==> src/rtl/ga23_cpu_bridge_if.sv <==
// Host request and GA23 VRAM port signals of the CPU bridge. The master modport is the side
// driving requests and modelling GA23; the slave modport is the bridge itself.
interface ga23_cpu_bridge_if;
    logic [15:0] host_addr;
    logic [15:0] host_din;
    logic [1:0]  host_be;
    logic        host_rd;
    logic        host_wr;
    logic [15:0] host_dout;
    logic        host_ack;
    logic        host_err;
    logic        ga_mem_cs;
    logic        ga_mem_rd;
    logic        ga_mem_wr;
    logic [15:0] ga_addr;
    logic [15:0] ga_din;
    logic        ga_busy;
    logic [15:0] ga_dout;

    modport master (
        output host_addr, host_din, host_be, host_rd, host_wr, ga_busy, ga_dout,
        input  host_dout, host_ack, host_err, ga_mem_cs, ga_mem_rd, ga_mem_wr, ga_addr, ga_din
    );

    modport slave (
        input  host_addr, host_din, host_be, host_rd, host_wr, ga_busy, ga_dout,
        output host_dout, host_ack, host_err, ga_mem_cs, ga_mem_rd, ga_mem_wr, ga_addr, ga_din
    );
endinterface

==> src/rtl/ga23_cpu_bridge.sv <==
// Host-side initiator for the GA23 CPU VRAM port: level requests to strobe/busy handshake.
// Define GA23_BRIDGE_RMW_EN to turn partial-byte writes into read-merge-write sequences.
module ga23_cpu_bridge #(
    parameter int unsigned TIMEOUT = 64
) (
    input logic              clk,
    input logic              reset_n,
    ga23_cpu_bridge_if.slave bus
);
    localparam int unsigned CntW = $clog2(TIMEOUT + 1);

    typedef enum logic [2:0] {
        StIdle,
        StGap,
        StStrobe,
        StWaitHi,
        StWaitLo,
        StDone
`ifdef GA23_BRIDGE_RMW_EN
        , StMerge
`endif
    } state_e;

    state_e          state_q, state_d;
    logic [CntW-1:0] cnt_q, cnt_d;
    logic            phase_wr_q, phase_wr_d;
    logic            err_q, err_d;
    logic [15:0]     addr_q, addr_d;
    logic [15:0]     din_q, din_d;
    logic [15:0]     dout_q, dout_d;
`ifdef GA23_BRIDGE_RMW_EN
    logic            rmw_q, rmw_d;
    logic [1:0]      be_q, be_d;
`endif
    logic            strobe;

    always_ff @(posedge clk or negedge reset_n) begin
        if (!reset_n) begin
            state_q    <= StIdle;
            cnt_q      <= '0;
            phase_wr_q <= 1'b0;
            err_q      <= 1'b0;
            addr_q     <= '0;
            din_q      <= '0;
            dout_q     <= '0;
`ifdef GA23_BRIDGE_RMW_EN
            rmw_q      <= 1'b0;
            be_q       <= '0;
`endif
        end else begin
            state_q    <= state_d;
            cnt_q      <= cnt_d;
            phase_wr_q <= phase_wr_d;
            err_q      <= err_d;
            addr_q     <= addr_d;
            din_q      <= din_d;
            dout_q     <= dout_d;
`ifdef GA23_BRIDGE_RMW_EN
            rmw_q      <= rmw_d;
            be_q       <= be_d;
`endif
        end
    end

    always_comb begin
        state_d    = state_q;
        cnt_d      = cnt_q;
        phase_wr_d = phase_wr_q;
        err_d      = err_q;
        addr_d     = addr_q;
        din_d      = din_q;
        dout_d     = dout_q;
`ifdef GA23_BRIDGE_RMW_EN
        rmw_d      = rmw_q;
        be_d       = be_q;
`endif
        unique case (state_q)
            StIdle: begin
                err_d = 1'b0;
                if (bus.host_wr) begin
                    if (bus.host_be == 2'b00) begin
                        state_d = StDone;
                    end else begin
                        addr_d  = bus.host_addr;
                        din_d   = bus.host_din;
                        state_d = StGap;
`ifdef GA23_BRIDGE_RMW_EN
                        be_d       = bus.host_be;
                        rmw_d      = (bus.host_be != 2'b11);
                        phase_wr_d = (bus.host_be == 2'b11);
`else
                        phase_wr_d = 1'b1;
`endif
                    end
                end else if (bus.host_rd) begin
                    addr_d     = bus.host_addr;
                    phase_wr_d = 1'b0;
                    state_d    = StGap;
`ifdef GA23_BRIDGE_RMW_EN
                    rmw_d      = 1'b0;
`endif
                end
            end
            // Guarantees a strobe-low cycle so GA23 sees a fresh rising edge.
            StGap: begin
                cnt_d   = '0;
                state_d = StStrobe;
            end
            StStrobe: begin
                state_d = StWaitHi;
            end
            StWaitHi: begin
                if (bus.ga_busy) begin
                    state_d = StWaitLo;
                end else if (cnt_q == CntW'(TIMEOUT - 1)) begin
                    dout_d  = 16'hFFFF;
                    err_d   = 1'b1;
                    state_d = StDone;
                end else begin
                    cnt_d = cnt_q + 1'b1;
                end
            end
            StWaitLo: begin
                if (!bus.ga_busy) begin
                    dout_d  = bus.ga_dout;
                    state_d = StDone;
`ifdef GA23_BRIDGE_RMW_EN
                    if (rmw_q && !phase_wr_q) begin
                        state_d = StMerge;
                    end
`endif
                end
            end
`ifdef GA23_BRIDGE_RMW_EN
            StMerge: begin
                din_d[15:8] = be_q[1] ? din_q[15:8] : dout_q[15:8];
                din_d[7:0]  = be_q[0] ? din_q[7:0]  : dout_q[7:0];
                phase_wr_d  = 1'b1;
                state_d     = StGap;
            end
`endif
            StDone: begin
                state_d = StIdle;
            end
            default: begin
                state_d = StIdle;
            end
        endcase
    end

    // Strobes decode straight from state so reset drops them without waiting for a clock.
    assign strobe        = (state_q == StStrobe) || (state_q == StWaitHi);
    assign bus.ga_mem_cs = strobe;
    assign bus.ga_mem_rd = strobe & ~phase_wr_q;
    assign bus.ga_mem_wr = strobe & phase_wr_q;
    assign bus.ga_addr   = addr_q & 16'hFFFE;
    assign bus.ga_din    = din_q;
    assign bus.host_dout = dout_q;
    assign bus.host_ack  = (state_q == StDone);
    assign bus.host_err  = (state_q == StDone) & err_q;
endmodule

==> src/flat_wrapper.sv <==
// flat-port wrapper written by rule: the top's interface ports become plain ports
module ga23_cpu_bridge_flat 
#(
    parameter int unsigned TIMEOUT = 64
)
  (clk, reset_n, bus_host_addr, bus_host_din, bus_host_be, bus_host_rd, bus_host_wr, bus_ga_busy, bus_ga_dout, bus_host_dout, bus_host_ack, bus_host_err, bus_ga_mem_cs, bus_ga_mem_rd, bus_ga_mem_wr, bus_ga_addr, bus_ga_din);
  ga23_cpu_bridge_if bus_i ();
  input logic clk;
  input logic reset_n;
  input wire logic [$bits(bus_i.host_addr)-1:0] bus_host_addr;
  input wire logic [$bits(bus_i.host_din)-1:0] bus_host_din;
  input wire logic [$bits(bus_i.host_be)-1:0] bus_host_be;
  input wire logic [$bits(bus_i.host_rd)-1:0] bus_host_rd;
  input wire logic [$bits(bus_i.host_wr)-1:0] bus_host_wr;
  input wire logic [$bits(bus_i.ga_busy)-1:0] bus_ga_busy;
  input wire logic [$bits(bus_i.ga_dout)-1:0] bus_ga_dout;
  output wire logic [$bits(bus_i.host_dout)-1:0] bus_host_dout;
  output wire logic [$bits(bus_i.host_ack)-1:0] bus_host_ack;
  output wire logic [$bits(bus_i.host_err)-1:0] bus_host_err;
  output wire logic [$bits(bus_i.ga_mem_cs)-1:0] bus_ga_mem_cs;
  output wire logic [$bits(bus_i.ga_mem_rd)-1:0] bus_ga_mem_rd;
  output wire logic [$bits(bus_i.ga_mem_wr)-1:0] bus_ga_mem_wr;
  output wire logic [$bits(bus_i.ga_addr)-1:0] bus_ga_addr;
  output wire logic [$bits(bus_i.ga_din)-1:0] bus_ga_din;
  assign bus_i.host_addr = bus_host_addr;
  assign bus_i.host_din = bus_host_din;
  assign bus_i.host_be = bus_host_be;
  assign bus_i.host_rd = bus_host_rd;
  assign bus_i.host_wr = bus_host_wr;
  assign bus_i.ga_busy = bus_ga_busy;
  assign bus_i.ga_dout = bus_ga_dout;
  assign bus_host_dout = bus_i.host_dout;
  assign bus_host_ack = bus_i.host_ack;
  assign bus_host_err = bus_i.host_err;
  assign bus_ga_mem_cs = bus_i.ga_mem_cs;
  assign bus_ga_mem_rd = bus_i.ga_mem_rd;
  assign bus_ga_mem_wr = bus_i.ga_mem_wr;
  assign bus_ga_addr = bus_i.ga_addr;
  assign bus_ga_din = bus_i.ga_din;
  ga23_cpu_bridge #(.TIMEOUT(TIMEOUT)) u_core (.clk(clk), .reset_n(reset_n), .bus(bus_i));
endmodule
==> config.mk <==
export PLATFORM = sky130hd
export DESIGN_NAME = ga23_cpu_bridge_flat
export DESIGN_NICKNAME = d
export VERILOG_FILES = /design/src/rtl/ga23_cpu_bridge_if.sv /design/src/rtl/ga23_cpu_bridge.sv /design/src/flat_wrapper.sv
export SDC_FILE = /design/constraint.sdc
export NUM_CORES = 1
export LEC_CHECK = 0
export BUFFER_PORTS_ARGS = -buffer_cell sky130_fd_sc_hd__buf_2
export CORE_ASPECT_RATIO = 0.5
export CORE_MARGIN = 8
export CORE_UTILIZATION = 40
export DETAILED_ROUTE_END_ITERATION = 10
export GPL_TIMING_DRIVEN = 0
export PLACE_DENSITY = 0.72
export SYNTH_ARGS = -nofsm -noshare
export SYNTH_HDL_FRONTEND = slang
export SYNTH_SLANG_ARGS = --single-unit
==> constraint.sdc <==
create_clock -name clk -period 2.95 [get_ports clk]
set_clock_uncertainty 0.1 [all_clocks]
set_input_delay 0.1475 -clock clk [delete_from_list [all_inputs] [get_ports clk]]
set_output_delay 0.1475 -clock clk [all_outputs]
set_load 0.1 [all_outputs]
-- Word level (Yosys, flattened, before mapping)
Cells that the tools add are included.
- bits in registers: 60
- word-level logic and storage cells: 62
- bitwise gates (word level): 5
- equal/unequal tests: 13
- reduce and logical (&&, ||, !) cells: 13
- add/subtract/negate cells: 1
- multiplexer cells: 23
- operators with widths (cell ; count):
    $mux 16 ; 6
    $pmux 16 s2 ; 1
    $mux 3 ; 6
    $pmux 3 s5 ; 1
    $reduce_and 3->1 ; 5
    $mux 7 ; 2
    $pmux 7 s2 ; 1
    $ne 2x2->1 const B ; 4
    $reduce_bool 2->1 ; 4
    $add 7x1->7 const B ; 1
    $eq 7x6->1 const B ; 1
    $eq 3x2->1 const B ; 2
    $eq 3x3->1 const B ; 2
    $mux 1 ; 5
    $reduce_and 4->1 ; 1
    $and 1x1->1 ; 3
    $eq 3x1->1 const B ; 1
    $logic_not 3->1 ; 1
    $ne 3x2->1 const B ; 1
    $ne 3x3->1 const B ; 1
    $logic_not 2->1 ; 1
    $ne 2x1->1 const B ; 1
    $not 1->1 ; 2
    $pmux 1 s2 ; 1
    $logic_or 1x1->1 ; 1

-- Depth between registers and ports, before layout
Gate-level depths: netlist (run 1).
- depth in word-level cells: 4
- depth in mapped cells: 6
- depth with buffers taken out: 5

-- Worst setup path before layout (run 1)
No wires, ideal clock.
- kind: register -> output
- start: register u_core.state_q[1]
- end: output bus_ga_mem_rd
- stages on the path, launching flop included: 5
- required time: 2.703 ns
- arrival time: 2.787 ns
- slack: -0.084 ns
- cell sequence: dfrtp_1 -> buf_4 -> inv_1 -> clkbuf_1 -> nor3_1
- cells in the longest elaborated chain, start to end: 3
- elaborated cells between the ends (all ways): 4
- ends and longest elaborated chain (item ; line ; source):
    start: declaration ; ga23_cpu_bridge.sv:24 ; state_e state_q, state_d;
    start signal: assignment ; ga23_cpu_bridge.sv:39 ; state_q <= StIdle;
    start signal: assignment ; ga23_cpu_bridge.sv:51 ; state_q <= state_d;
    $eq 3x2->1 ; ga23_cpu_bridge.sv:152 ; assign strobe = (state_q == StStrobe) || (state_q == StWaitHi);
    $logic_or 1x1->1 (*) ; ga23_cpu_bridge.sv:152 ;
    $and 1x1->1 (*) ; ga23_cpu_bridge.sv:154 ; assign bus.ga_mem_rd = strobe & ~phase_wr_q;
    end: declaration ; flat_wrapper.sv:21 ; output wire logic [$bits(bus_i.ga_mem_rd)-1:0] bus_ga_mem_rd;
Every way passes the cells marked *; elsewhere a longest branch is shown, timed or not.

-- Worst setup path after layout (run 1)
Same ends and word-level chain as after synthesis.

==> run metrics, run 1 <==
number of synthesized flops with an enable pin=0; WL final=6.770 mm; Achievable Freq=492.4 MHz; Endpoint, Worst Hold=u_core.err_q$_DFFE_PN0P_; post-synth cell types=43; M3 GR Usage=5.263%; routed vias=2066; required time worst endpoint=2.70 ns; # setup viols final=0; Post-Syn Nets=235; Crit. End Element=output pin; gr ovfl total=0; post_cts resized=0; r2r endpoint=u_core.cnt_q[2]$_DFFE_PN0P_; DRT iter0 DRCs=121; Initial Utilization=41.34%; fin crit share=68.84%; grt met1 use=16.04%; CP Launch Type=flip-flop; Reg-to-Reg Start=u_core.cnt_q[0]$_DFFE_PN0P_; GRT Max-Usage Layer=met2; Root Driver=clkbuf_16; Syn Area/Cell=13.99 um^2; largest net degree at the start of global routing=60; Worst Hold Depth=2; hold path start=bus_ga_busy; Syn Std Cell Area=0.002504 mm^2; crit-path max FO=10; PortBufs=105; Main synth FF type=dfrtp_1; fin worst setup slack=0.9192 ns; vias in the first global route=2215; reg2reg path depth=5; first-pass iteration count of the detailed router=4; Clk Latency, worst-skew pair=0.32 ns; Max Cap Viol=0; Async S/R FF share, synth=100.0%; dpl ws=1.013 ns; DP HPWL=4.530 mm; register bit total from synthesis=59; final hold vios=0; Least-Margin Pin Slew=0.7450 ns; IO Pins=108; worst rel slew slack=50.34%; CTS tree=done; post-synthesis sequential area ratio=58.97%; Area growth, synth to finish=55.87%; CTS clk-pin slew, worst paths=0.05 ns; die area=0.009201 mm^2; ANT nets after route=0; Clock Path Buffers=2; Reg area=0.001476 mm^2; layout cells sized above 1=52.45%; RSZ-0062 raised after global routing=no; Clock Sinks=59; Die Y-Extent=71.95 um; Post-Synthesis Cells=179; first-pass GRT wire length=11.14 mm; Hold/Removal Path Class=input pin to flip-flop; routability cong.=0.8292; antenna diode count=0; die width=127.9 um; GRT Resource Usage Total=15.49%; H-tree Lvls=3; Filler Cells Inserted=462; Final Critical Period=2.031 ns; final slew viol count=0; TritonCTS Buffers=9; Worst Path Class, Setup=flip-flop to output pin; CORE AREA=0.006056 mm^2; critical path data arrival time=1.78 ns; reg2reg setup slack=1.00 ns; YS warnings=0; post-CTS setup buffers=0; initial antenna violation count=0; multi-input combinational cell area=942.2 um^2; met2 Use GR=28.06%; Final nets=399; num rows=20; wire length per cell=15.56 um; DRC=0; status=completed; post-DR vias/cell=4.749
-- registers in the layout, summed over array words and instances (netlist names) --
| signal | count |
|---|---|
| u_core.cnt_q | 7 |
| u_core.phase_wr_q | 1 |
| u_core.err_q | 1 |
| u_core.bus.ga_din | 16 |
| u_core.state_q | 3 |
| u_core.bus.host_dout | 16 |
| u_core.addr_q | 15 |
-- worst max-delay path, stage by stage (launching register included) --
cell,delay (ns)
dfrtp_1,0.32
buf_4,0.17
inv_1,0.06
clkbuf_1,0.23
nor3_1,0.22
buf_2,0.46
-- kinds of logic (layout without fill, tap and decap cells) --
kind of cell	after synthesis	count (layout)	share of synthesized area (%)
flops	59	59	58.97
compound gates	39	39	13.89
simple gates	35	35	9.145
mux	31	31	13.94
buf+inv	13	181	3.399
fa+ha+maj	1	1	0.4997
other cells	1	1	0.1498
-- synth_stat cells (2+ instances only) --
cell type	n	share of area (%)
dfrtp_1	59	59
mux2_2	31	14
o22a_2	15	6.0
nor2_1	6	0.90
buf_4	5	1.5
a21oi_1	4	0.80
nand2_1	4	0.60
nor3_1	4	0.80
nand3_1	3	0.60
o21ai_0	3	0.60
a211oi_1	2	0.60
a22o_1	2	0.70
and2_1	2	0.50
buf_2	2	0.40
buf_6	2	0.90
clkbuf_1	2	0.30
inv_1	2	0.30
nand2b_1	2	0.50
nand3b_2	2	0.90
nor2b_1	2	0.50
nor4_1	2	0.50
o22a_1	2	0.70
-- metrics by stage --
| stage | std cells | TNS, ns | util, % | area [um^2] | hold slack [ns] |
|---|---|---|---|---|---|
| after global routing | 435 | 0 | 64.44 | 3902 | 0.06892 |
| after floorplan | 179 | -0.1684 | - | 2504 | -0.2481 |
| after global placement | 372 | 0 | 51.84 | 3139 | 0.2793 |
| after CTS | 434 | 0 | 64.24 | 3890 | 0.05396 |
| after detailed placement | 372 | 0 | 51.84 | 3139 | 0.2829 |
| final | 435 | 0 | 64.44 | 3902 | 0.06918 |
-- cell usage in the layout, fill, tap and decap left out, drive strengths merged, types with 2 or more instances in the layout --
cell and instances:
nand2b 2, clkinv 2, nand2 4, a22o 2, nand3b 2, nor4 2
o21ai 4, nor3 4, a21oi 4, buf 114, o41ai 2, mux2 31
nor2b 2, dfrtp 59, nand3 3, clkbuf 15, a211oi 2, nor2 7
and2 3, o22a 17, dlygate4sd3 48, inv 2
-- how the worst max path moves through the flow --
stage,to,cells past startpoint,startpoint
detailed placement,u_core.cnt_q[2]$_DFFE_PN0P_,5,u_core.cnt_q[0]$_DFFE_PN0P_
finish,bus_ga_mem_rd,5,u_core.state_q[1]$_DFFE_PN0P_
floorplan,bus_ga_mem_rd,4,u_core.state_q[1]$_DFFE_PN0P_
CTS,bus_ga_mem_rd,5,u_core.state_q[1]$_DFFE_PN0P_
global route,bus_ga_mem_rd,5,u_core.state_q[1]$_DFFE_PN0P_
global placement,u_core.cnt_q[2]$_DFFE_PN0P_,5,u_core.cnt_q[0]$_DFFE_PN0P_
-- final cells by class --
class / instances / area share (%)
Timing Repair Buffer: 153 / 25.84
Clock buffer: 13 / 6.925
Sequential cell: 59 / 37.83
Inverter: 2 / 0.1924
Tap cell: 88 / 2.821
Buffer: 11 / 1.988
Clock inverter: 2 / 0.2565
Multi-Input combinational cell: 107 / 24.14
-- routing by layer --
layer / vias up / part of all wire (%) / wire [um]
met5: - / 0 / 0
met4: 0 / 1.7 / 118
met3: 12 / 5.0 / 339
met2: 48 / 56 / 3772
met1: 1011 / 37 / 2538
li1: 995 / - / -
-- what timing repair did --
action / CTS / global route
hold buffers: 47 / 1
setup endpoints to repair: 0 / 0
endpoints found under the hold margin: 47 / 59
Power of run 1 is left out: the tool's default activity adds up to more than one toggle a clock period on the data nets, which glitch-free logic cannot reach.
==> inputs of run 2 (changes only) <==
==> constraint.sdc (replaced) <==
create_clock -name clk -period 2.03 [get_ports clk]
set_clock_uncertainty 0.1 [all_clocks]
set_input_delay 0.1015 -clock clk [delete_from_list [all_inputs] [get_ports clk]]
set_output_delay 0.1015 -clock clk [all_outputs]
set_load 0.1 [all_outputs]
==> run 2 against run 1 <==
Die area unchanged. Design area is 1.1% higher. Worst setup slack lost 0.82 ns. Non-clock buffer count did not move. Highest routed layer unchanged.
==> run metrics, run 2 (same netlist as run 1, synthesis figures left out) <==
num rows=20 (unchanged); die area=0.009201 mm^2 (unchanged); Hold/Removal Path Class=input pin to flip-flop; status=completed; layout cells sized above 1=53.89% (+1.4 points); fin crit share=94.89%; Least-Margin Pin Slew=0.7409 ns (-0.004050 ns); DRC=0 (unchanged); first-pass GRT wire length=12.01 mm (+7.9%); Clk Latency, worst-skew pair=0.31 ns (about the same); Crit. End Element=output pin; reg2reg path depth=5 (unchanged); crit-path max FO=10 (unchanged); WL final=7.410 mm (+9.5%); post-CTS setup buffers=0 (unchanged); commonest cells after routing, fill and taps aside=buf_2, dfrtp_1, dlygate4sd3_1; Area growth, synth to finish=57.52%; required time worst endpoint=1.83 ns (-0.87 ns); Final Critical Period=1.926 ns; PortBufs=105 (unchanged); DRT iter0 DRCs=85 (-30%); Filler Cells Inserted=477 (+3.2%); final slew viol count=0 (unchanged); largest net degree at the start of global routing=60 (unchanged); RSZ-0062 raised after global routing=no; CORE AREA=0.006056 mm^2 (unchanged); routed vias=2146 (+3.9%); fin worst setup slack=0.1038 ns (-0.8154 ns); Endpoint, Worst Hold=u_core.err_q$_DFFE_PN0P_; routability cong.=0.8345 (+0.64%); commonest non-fill, non-tap cell in the layout=buf_2; critical path data arrival time=1.72 ns (-0.06 ns); CTS tree=done; die width=127.9 um (unchanged); hold path start=bus_ga_busy; Max Cap Viol=0 (unchanged); gr ovfl total=0 (unchanged); Final nets=399 (unchanged); post-DR vias/cell=4.922 (+3.6%); first-pass iteration count of the detailed router=4 (unchanged); dpl ws=0.03196 ns (-0.9809 ns); IO Pins=108 (unchanged); count of non-filler cells in the finished layout=436 (+0.23%); final hold vios=0 (unchanged); initial antenna violation count=1 (+1); Clock Sinks=59 (unchanged); Achievable Freq=519.2 MHz; DP HPWL=4.729 mm (+4.4%); placed cells=372 (unchanged); Reg-to-Reg Start=u_core.cnt_q[0]$_DFFE_PN0P_; Reg area=0.001476 mm^2 (unchanged); CP Launch Type=flip-flop; Hold WS=0.04215 ns (-0.02703 ns); Worst Path Class, Setup=flip-flop to output pin; vias in the first global route=2388 (+7.8%); # setup viols final=0 (unchanged); TritonCTS Buffers=9 (unchanged); Clock Path Buffers=2 (unchanged); CTS clk-pin slew, worst paths=0.05 ns (about the same); multi-input combinational cell area=960.9 um^2 (+2.0%); Root Driver=clkbuf_16; Worst Hold Depth=2 (unchanged); ANT nets after route=0 (unchanged); GRT Resource Usage Total=16.56% (+1.1 points); r2r endpoint=u_core.cnt_q[0]$_DFFE_PN0P_; wire length per cell=17.00 um (+9.2%); reg2reg setup slack=0.15 ns (-0.85 ns); worst rel slew slack=50.61% (+0.27 points); Die Y-Extent=71.95 um (unchanged); H-tree Lvls=3 (unchanged); Initial Utilization=41.34% (unchanged)
-- run 2: how the worst max path moves through the flow --
stage,from,endpoint,slack [ns],cells past startpoint
4_1_cts,u_core.cnt_q[0]$_DFFE_PN0P_,u_core.cnt_q[2]$_DFFE_PN0P_,0.02,5
6_report,u_core.state_q[2]$_DFFE_PN0P_,bus_host_err,0.10,4
3_3_place_gp,u_core.cnt_q[0]$_DFFE_PN0P_,u_core.cnt_q[2]$_DFFE_PN0P_,0.09,5
3_5_place_dp,u_core.cnt_q[0]$_DFFE_PN0P_,u_core.cnt_q[0]$_DFFE_PN0P_,0.03,5
2_1_floorplan,u_core.state_q[1]$_DFFE_PN0P_,bus_ga_mem_rd,-0.11,4
5_1_grt,u_core.state_q[2]$_DFFE_PN0P_,bus_host_err,0.002,4
-- run 2: metal layers --
metal | part of all wire [%] | wire [um] | vias up | GRT usage (%)
li1 | - | - | 1000 | -
met1 | 36 | 2650 | 1069 | 15.86
met2 | 57 | 4190 | 66 | 32.36
met3 | 5.6 | 416 | 11 | 4.898
met4 | 2.1 | 153 | 0 | 7.702
met5 | 0 | 0 | - | 0
-- run 2: critical path, stage by stage, from the launching register on --
cell and delay, ns:
dfrtp_1 0.37, buf_2 0.26, and3_2 0.24, and2_2 0.13, buf_2 0.42
-- run 2: stage by stage --
stage	util (%)	instance area, um^2	TNS (ns)
2_1_floorplan	-	2519	-0.2236
3_3_place_gp	52.09	3154	0
3_5_place_dp	52.09	3154	0
4_1_cts	64.73	3920	0
5_1_grt	65.12	3944	0
6_report	65.12	3944	0
-- run 2: cell type report --
| cell class | count | share of cell area [%] |
|---|---|---|
| Tap cell | 88 | 2.792 |
| Multi-Input combinational cell | 107 | 24.37 |
| Antenna cell | 1 | 0.06345 |
| Sequential cell | 59 | 37.44 |
| Clock buffer | 13 | 6.599 |
| Clock inverter | 2 | 0.8883 |
| Inverter | 2 | 0.1904 |
| Timing Repair Buffer | 153 | 25.70 |
| Buffer | 11 | 1.967 |
-- run 2: what timing repair did --
action | in CTS | in global routing
resized for setup | 0 | 3
setup endpoints to repair | 0 | 13
endpoints found under the hold margin | 47 | 59
hold buffers | 47 | 1
Power of run 2 is left out for the same reason.
